--- config.mk ---
export PLATFORM = sky130hd
export DESIGN_NAME = mem_port_arbiter
export DESIGN_NICKNAME = d
export VERILOG_FILES = /design/src/rtl/mem_port_arbiter.sv
export SDC_FILE = /design/constraint.sdc
export NUM_CORES = 1
export LEC_CHECK = 0
export BUFFER_PORTS_ARGS = -buffer_cell sky130_fd_sc_hd__buf_2
export CORE_MARGIN = 2
export CORE_UTILIZATION = 37
export CTS_CLUSTER_DIAMETER = 120
export DETAILED_ROUTE_END_ITERATION = 12
export PLACE_DENSITY = 0.89
export SETUP_SLACK_MARGIN = 0.4
export SYNTH_ARGS = -nofsm -noshare
export SYNTH_HDL_FRONTEND = slang
export SYNTH_SLANG_ARGS = --single-unit
--- constraint.sdc ---
create_clock -name clk -period 1.85 [get_ports clk]
set_input_delay 0.185 -clock clk [delete_from_list [all_inputs] [get_ports clk]]
set_output_delay 0.185 -clock clk [all_outputs]
set_load 0.005 [all_outputs]
--- src/rtl/mem_port_arbiter.sv ---
// Arbitrates the shared program/data memory between the CPU and the loader/dump port.
// CPU wins by default; a burst counter hands the memory to a waiting loader periodically.
module mem_port_arbiter #(
    parameter int ADDR_W    = 6,
    parameter int DATA_W    = 8,
    parameter int MAX_BURST = 4
) (
    input  logic              clk,
    input  logic              rst,
    input  logic              cpu_rd,
    input  logic              cpu_wr,
    input  logic [ADDR_W-1:0] cpu_adr,
    input  logic [DATA_W-1:0] cpu_wdata,
    output logic [DATA_W-1:0] cpu_rdata,
    output logic              cpu_stall,
    input  logic              ld_req,
    input  logic              ld_we,
    input  logic [ADDR_W-1:0] ld_adr,
    input  logic [DATA_W-1:0] ld_wdata,
    input  logic              ld_lock,
    output logic              ld_gnt,
    output logic [DATA_W-1:0] ld_rdata,
    output logic              ld_rvalid,
    output logic              mem_rd,
    output logic              mem_wr,
    output logic [ADDR_W-1:0] mem_adr,
    output logic [DATA_W-1:0] mem_wdata,
    input  logic [DATA_W-1:0] mem_rdata,
    output logic              err
);

    localparam int              CNT_W   = $clog2(MAX_BURST + 1);
    localparam logic [CNT_W-1:0] CNT_MAX = CNT_W'(MAX_BURST);

    typedef enum logic [1:0] {
        OWN_IDLE = 2'd0,
        OWN_CPU  = 2'd1,
        OWN_LD   = 2'd2
    } owner_t;

    owner_t             owner_q, owner_d;
    logic [CNT_W-1:0]   cnt_q, cnt_d;
    logic [DATA_W-1:0]  ld_rdata_q, ld_rdata_d;
    logic               ld_rvalid_q, ld_rvalid_d;
    logic               err_q, err_d;

    logic               cpu_req;
    logic               ld_win;
    logic               gnt_cpu;
    logic               gnt_ld;
    logic [CNT_W-1:0]   cnt_run;

    // Grants are gated by rst so nothing can reach the memory while reset is held.
    always_comb begin
        cpu_req = cpu_rd | cpu_wr;
        ld_win  = ld_req & (ld_lock | ~cpu_req | (cnt_q == CNT_MAX));
        gnt_ld  = rst & ld_win;
        gnt_cpu = rst & cpu_req & ~ld_win & ~ld_lock;
    end

    always_comb begin
        owner_d = OWN_IDLE;
        if (gnt_ld) begin
            owner_d = OWN_LD;
        end else if (gnt_cpu) begin
            owner_d = OWN_CPU;
        end

        // The counter only carries a run of back-to-back CPU grants.
        cnt_run = (owner_q == OWN_CPU) ? cnt_q : '0;
        cnt_d   = cnt_q;
        if (!ld_req || gnt_ld) begin
            cnt_d = '0;
        end else if (gnt_cpu) begin
            cnt_d = (cnt_run == CNT_MAX) ? cnt_run : cnt_run + 1'b1;
        end

        ld_rvalid_d = gnt_ld & ~ld_we;
        ld_rdata_d  = (gnt_ld & ~ld_we) ? mem_rdata : ld_rdata_q;
        err_d       = err_q | (cpu_rd & cpu_wr);
    end

    always_comb begin
        mem_rd    = 1'b0;
        mem_wr    = 1'b0;
        mem_adr   = '0;
        mem_wdata = '0;
        cpu_rdata = '0;
        if (gnt_ld) begin
            mem_adr   = ld_adr;
            mem_wdata = ld_wdata;
            mem_wr    = ld_we;
            mem_rd    = ~ld_we;
        end else if (gnt_cpu) begin
            mem_adr   = cpu_adr;
            mem_wdata = cpu_wdata;
            mem_wr    = cpu_wr;
            mem_rd    = cpu_rd & ~cpu_wr;
            cpu_rdata = cpu_rd ? mem_rdata : '0;
        end
        ld_gnt    = gnt_ld;
        cpu_stall = rst & cpu_req & ~gnt_cpu;
    end

    always_ff @(posedge clk) begin
        if (!rst) begin
            owner_q     <= OWN_IDLE;
            cnt_q       <= '0;
            ld_rdata_q  <= '0;
            ld_rvalid_q <= 1'b0;
            err_q       <= 1'b0;
        end else begin
            owner_q     <= owner_d;
            cnt_q       <= cnt_d;
            ld_rdata_q  <= ld_rdata_d;
            ld_rvalid_q <= ld_rvalid_d;
            err_q       <= err_d;
        end
    end

    assign ld_rdata  = ld_rdata_q;
    assign ld_rvalid = ld_rvalid_q;
    assign err       = err_q;

endmodule

; ---- Word level (Yosys, flattened, before mapping)
; Index checks and enable logic that the tools add are counted.
[word_totals]
register_bits = 15
input_bits = 43
output_inout_bits = 36
wordCells = 49
[op_classes]
n_addsub = 1
eq_ne = 3
muxes = 15
n_bitwise = 20
n_reduce_logical = 4
[ops]
columns = op, n
row1 = $mux 8, 5
row2 = $mux 6, 2
row3 = $and 1x1->1, 9
row4 = $not 1->1, 7
row5 = $eq 3x3->1 const B, 2
row6 = $mux 3, 2
row7 = $mux 1, 5
row8 = $or 1x1->1, 4
row9 = $reduce_or 2->1, 2
row10 = $add 3x1->3 const B, 1
row11 = $eq 2x1->1 const B, 1
row12 = $mux 2, 1
row13 = $logic_not 1->1, 1
row14 = $logic_or 1x1->1, 1

; ---- Logic depth before layout (Yosys ltp)
[depth]
depth_word = 10
depth_mapped = 6
depth_no_buf = 6

; ---- Least setup slack after synthesis
; OpenSTA, ideal clock, no wires.
[synth_path]
path_kind = reg-to-output
from = register cnt_q[2]
to = output mem_adr[0]
arrival_time_ns = 1.231
t_required_ns = 1.665
setup_slack_ns = 0.434
stages_incl_launch_ff = 5
path_buffers = 1
path_cell_list = dfxtp_1 > nor3b_2 > o311a_4 > buf_6 > a22o_1
[synth_via]
word_cells_on_any_way = 9
classes_between = 1 x eq/ne / 2 x mux / 6 x bitwise
[synth_rtl]
columns = element, line
row1 = from (decl), 42  ; logic [CNT_W-1:0] cnt_q, cnt_d;
row2 = from (signal assigned), 114  ; cnt_q <= cnt_d;
row3 = $eq 3x3->1, 56  ; ld_win = ld_req & (ld_lock | ~cpu_req | (cnt_q == CNT_MAX));
row4 = $or 1x1->1, 56
row5 = $and 1x1->1, 56
row6 = $and 1x1->1, 57  ; gnt_ld = rst & ld_win;
row7 = named net ld_gnt, 21  ; output logic ld_gnt,
row8 = $mux 6, 89  ; if (gnt_ld) begin
row9 = to (decl), 26  ; output logic [ADDR_W-1:0] mem_adr,
; The timed path passes the listed nets, and every way through them passes these cells.

; ---- Worst setup path after layout
[layout_path]
from = register cnt_q[1]
to = output mem_wdata[5]
[layout_via]
elab_chain_len = 8
word_cells_on_any_way = 9
classes_between = 1 x eq/ne / 2 x mux / 6 x bitwise
[layout_rtl]
columns = element, line
row1 = $eq 3x3->1 (*), 56
row2 = $or 1x1->1 (*), 56
row3 = $and 1x1->1 (*), 56
row4 = $not 1->1, 58  ; gnt_cpu = rst & cpu_req & ~ld_win & ~ld_lock;
row5 = $and 1x1->1 (2 in a row), 58
row6 = $mux 8, 94  ; end else if (gnt_cpu) begin
row7 = $mux 8 (*), 89
row8 = to (decl), 27  ; output logic [DATA_W-1:0] mem_wdata,
; Mark *: on every way between the ends. The rest lies on a longest branch, timed or not.

==> results_dict.tcl <==
set metrics [dict create \
    outcome "completed" \
    fin_crit_ns 1.731 \
    grt_pass1_vias 1015 \
    drt-total-wl_um 3020 \
    drt-wirelength-per-cell_um 13.92 \
    rsz0062_at_grt "yes" \
    synthFlopType "dfxtp_1" \
    timing.final.crit_share 0.9356 \
    clock_path_buffers 2 \
    fin_setup_tns_ns 0 \
    drive_above_1_share 0.5767 \
    layout_commonest_cell "buf_2" \
    vias_per_cell 5.272 \
    ir_drop_mv 0.3215 \
    clock_sinks 15 \
    dp_hpwl_um 2071 \
    relSlewSlack 0.6603 \
    pwr_density_cell_mw_per_mm2 491.0 \
    layout.nets 235 \
    ios 79 \
    hold-worst-slack_ns 0.1491 \
    clk_pin_slew_worst_paths_ns 0.10 \
    synthCells 102 \
    crit_fanout 8 \
    p_leak_uw 0.0008683 \
    cp-start-kind "flop" \
    root_buffer "clkbuf_4" \
    syn-num-nets 147 \
    postCtsHoldBufs 0 \
    max_freq_mhz 577.8 \
    crit_arrival_ns 1.55 \
    die_y_um 53.41 \
    critPathKind "flop to output port" \
    synth_top_area_share 0.3324 \
    floorplan.initialDensity 0.4007 \
    ys_seq_area_frac 0.3324 \
    grt_pass1_wl_um 4243 \
    synth.avg_cell_area_um2 8.857 \
    setup_viol 0 \
    internal_power_uw 518.8 \
    required_ns 1.66 \
    p_clk_frac 0.271 \
    grt_max_degree 18 \
    ys_seq_elements 15 \
    drtIter0Drc 4 \
    hold_path.class "primary input to flop" \
    p_comb_frac 0.268 \
    via_count 1144 \
    instances_no_fill 217 \
    switchingPower_uw 220.3 \
    dr.max_layer_used "met4" \
    async_flop_share 0 \
    netlist-cell-type-count 29 \
    drt_pass1_iterations 4 \
    cts_max_level 1 \
    fin_skew_ns 0.001301 \
    wl_met2_um 1558 \
    rows 17 \
    yosys.area.top_type "dfxtp_1" \
    detail-route-antenna-nets 0 \
    swShare 0.2980 \
    die_width_um 53.41 \
    cts_buffers 3 \
    worstMarginPinSlew_ns 0.5077 \
    cts_tree "built" \
    drc 0 \
    drt-met1-wl_um 1142 \
    finalPower_uw 739.1 \
    antenna_found_initial 0 \
    final_cell_mix "buf_2 (78), a22o_1 (14), nand2_1 (13)" \
    yosys-top-cells-area "dfxtp_1 (33%), a22o_1 (14%), mux2i_1 (8.9%)" \
    io_buffers 78 \
    antenna_cells 0 \
    ys_warn_count 0 \
    routed-wl-met3_um 284 \
    grt_util_all_layers 0.2069 \
    gp_congestion 0.7670 \
    syn2layout_area_growth_pct 66.62 \
    dieArea_mm2 0.002853 \
    worstSkewPairLatency_ns 0.29 \
    hold_violations 0 \
    drv_slew 0 \
    synthesis.area_um2 903.4 \
    end_kind "output port" \
    design.core.area_mm2 0.002255 \
    synth_edf_count 0 \
    p_seq_frac 0.461 \
    dpl.cell_count 204 \
    drv_cap 0 \
    grt-ovfl-total 0 \
]
==> routing by layer <==
metal,global-route usage,up-vias
li1,-,551
met1,0.2068,525
met2,0.4115,63
met3,0.03672,5
met4,0.07692,0
met5,0,-
==> power groups by stage <==
stage	logic, µW	clock network, µW	registers [µW]
2_1_floorplan	80.8	0	350
3_3_place_gp	174	0	349
3_5_place_dp	175	0	349
4_1_cts	189	200	341
5_1_grt	216	220	343
6_report	198	200	341
==> final cells by class <==
cell class              instances  area [µm²]
fillers                       213       749.5
multi-input cells              69       603.1
repair buffers                 89       488.0
flip-flops and latches         15       306.5
inverters                      12       45.04
well taps                      28       35.03
clock buffers                   3       22.52
clock inverters                 1       5.005
==> cell usage after synthesis (2+ instances only) <==
cell       n
a21oi_1    2
a22o_1    14
buf_2      3
clkbuf_1   2
dfxtp_1   15
ha_1       2
inv_1     12
mux2i_1    8
nand2_1   13
nor2_1     3
nor2b_1    2
nor4_1     9
==> stage by stage <==
stage / util / setup slack, ns / instance area (µm²)
floorplan: - / 0.4336 / 903.4
global placement: 0.5832 / 0.3629 / 1315
detailed placement: 0.5832 / 0.3423 / 1315
CTS: 0.6437 / 0.1284 / 1451
global route: 0.6676 / 0.07368 / 1505
finish: 0.6676 / 0.1192 / 1505
==> cell families after synthesis <==
kind of cell             after synthesis  synth area share
flip-flops                            15            0.3324
AO/OA/AOI/OAI                         23            0.2244
AND/OR/NAND/NOR                       34            0.2216
XOR/XNOR                               1          0.009697
multiplexers                           8           0.08865
adder cells (fa/ha/maj)                2           0.02770
buffers and inverters                 19           0.09556
==> worst max-delay path, cell delays in order (launching register included) <==
cell      delay [ns]
dfxtp_2         0.35
and4bb_4        0.37
nor3_4          0.06
buf_6           0.15
a22o_1          0.19
buf_2           0.12
==> what timing repair did <==
action | CTS | global route
pin swaps | 5 | 8
setup buffers | 5 | 1
endpoints found under the setup margin | 26 | 36
gates cloned | 2 | 1
resized for setup | 14 | 7
==> final timing paths <==
kind,to,cells past startpoint,slack [ns],start
setup / recovery,mem_wdata[5],5,0.12,cnt_q[1]
hold / removal,ld_rdata[5],3,0.15,mem_rdata[5]
setup reg to reg,cnt_q[2],4,0.42,cnt_q[2]
hold reg to reg,ld_rdata[4],2,0.46,ld_rdata[4]
==> flip-flops by register name, summed over array words and instances, names as in the netlist <==
register and cells:
ld_rdata 8, cnt_q 3, owner_q 2, err 1, ld_rvalid 1
(Power assumes the default switching activity.)
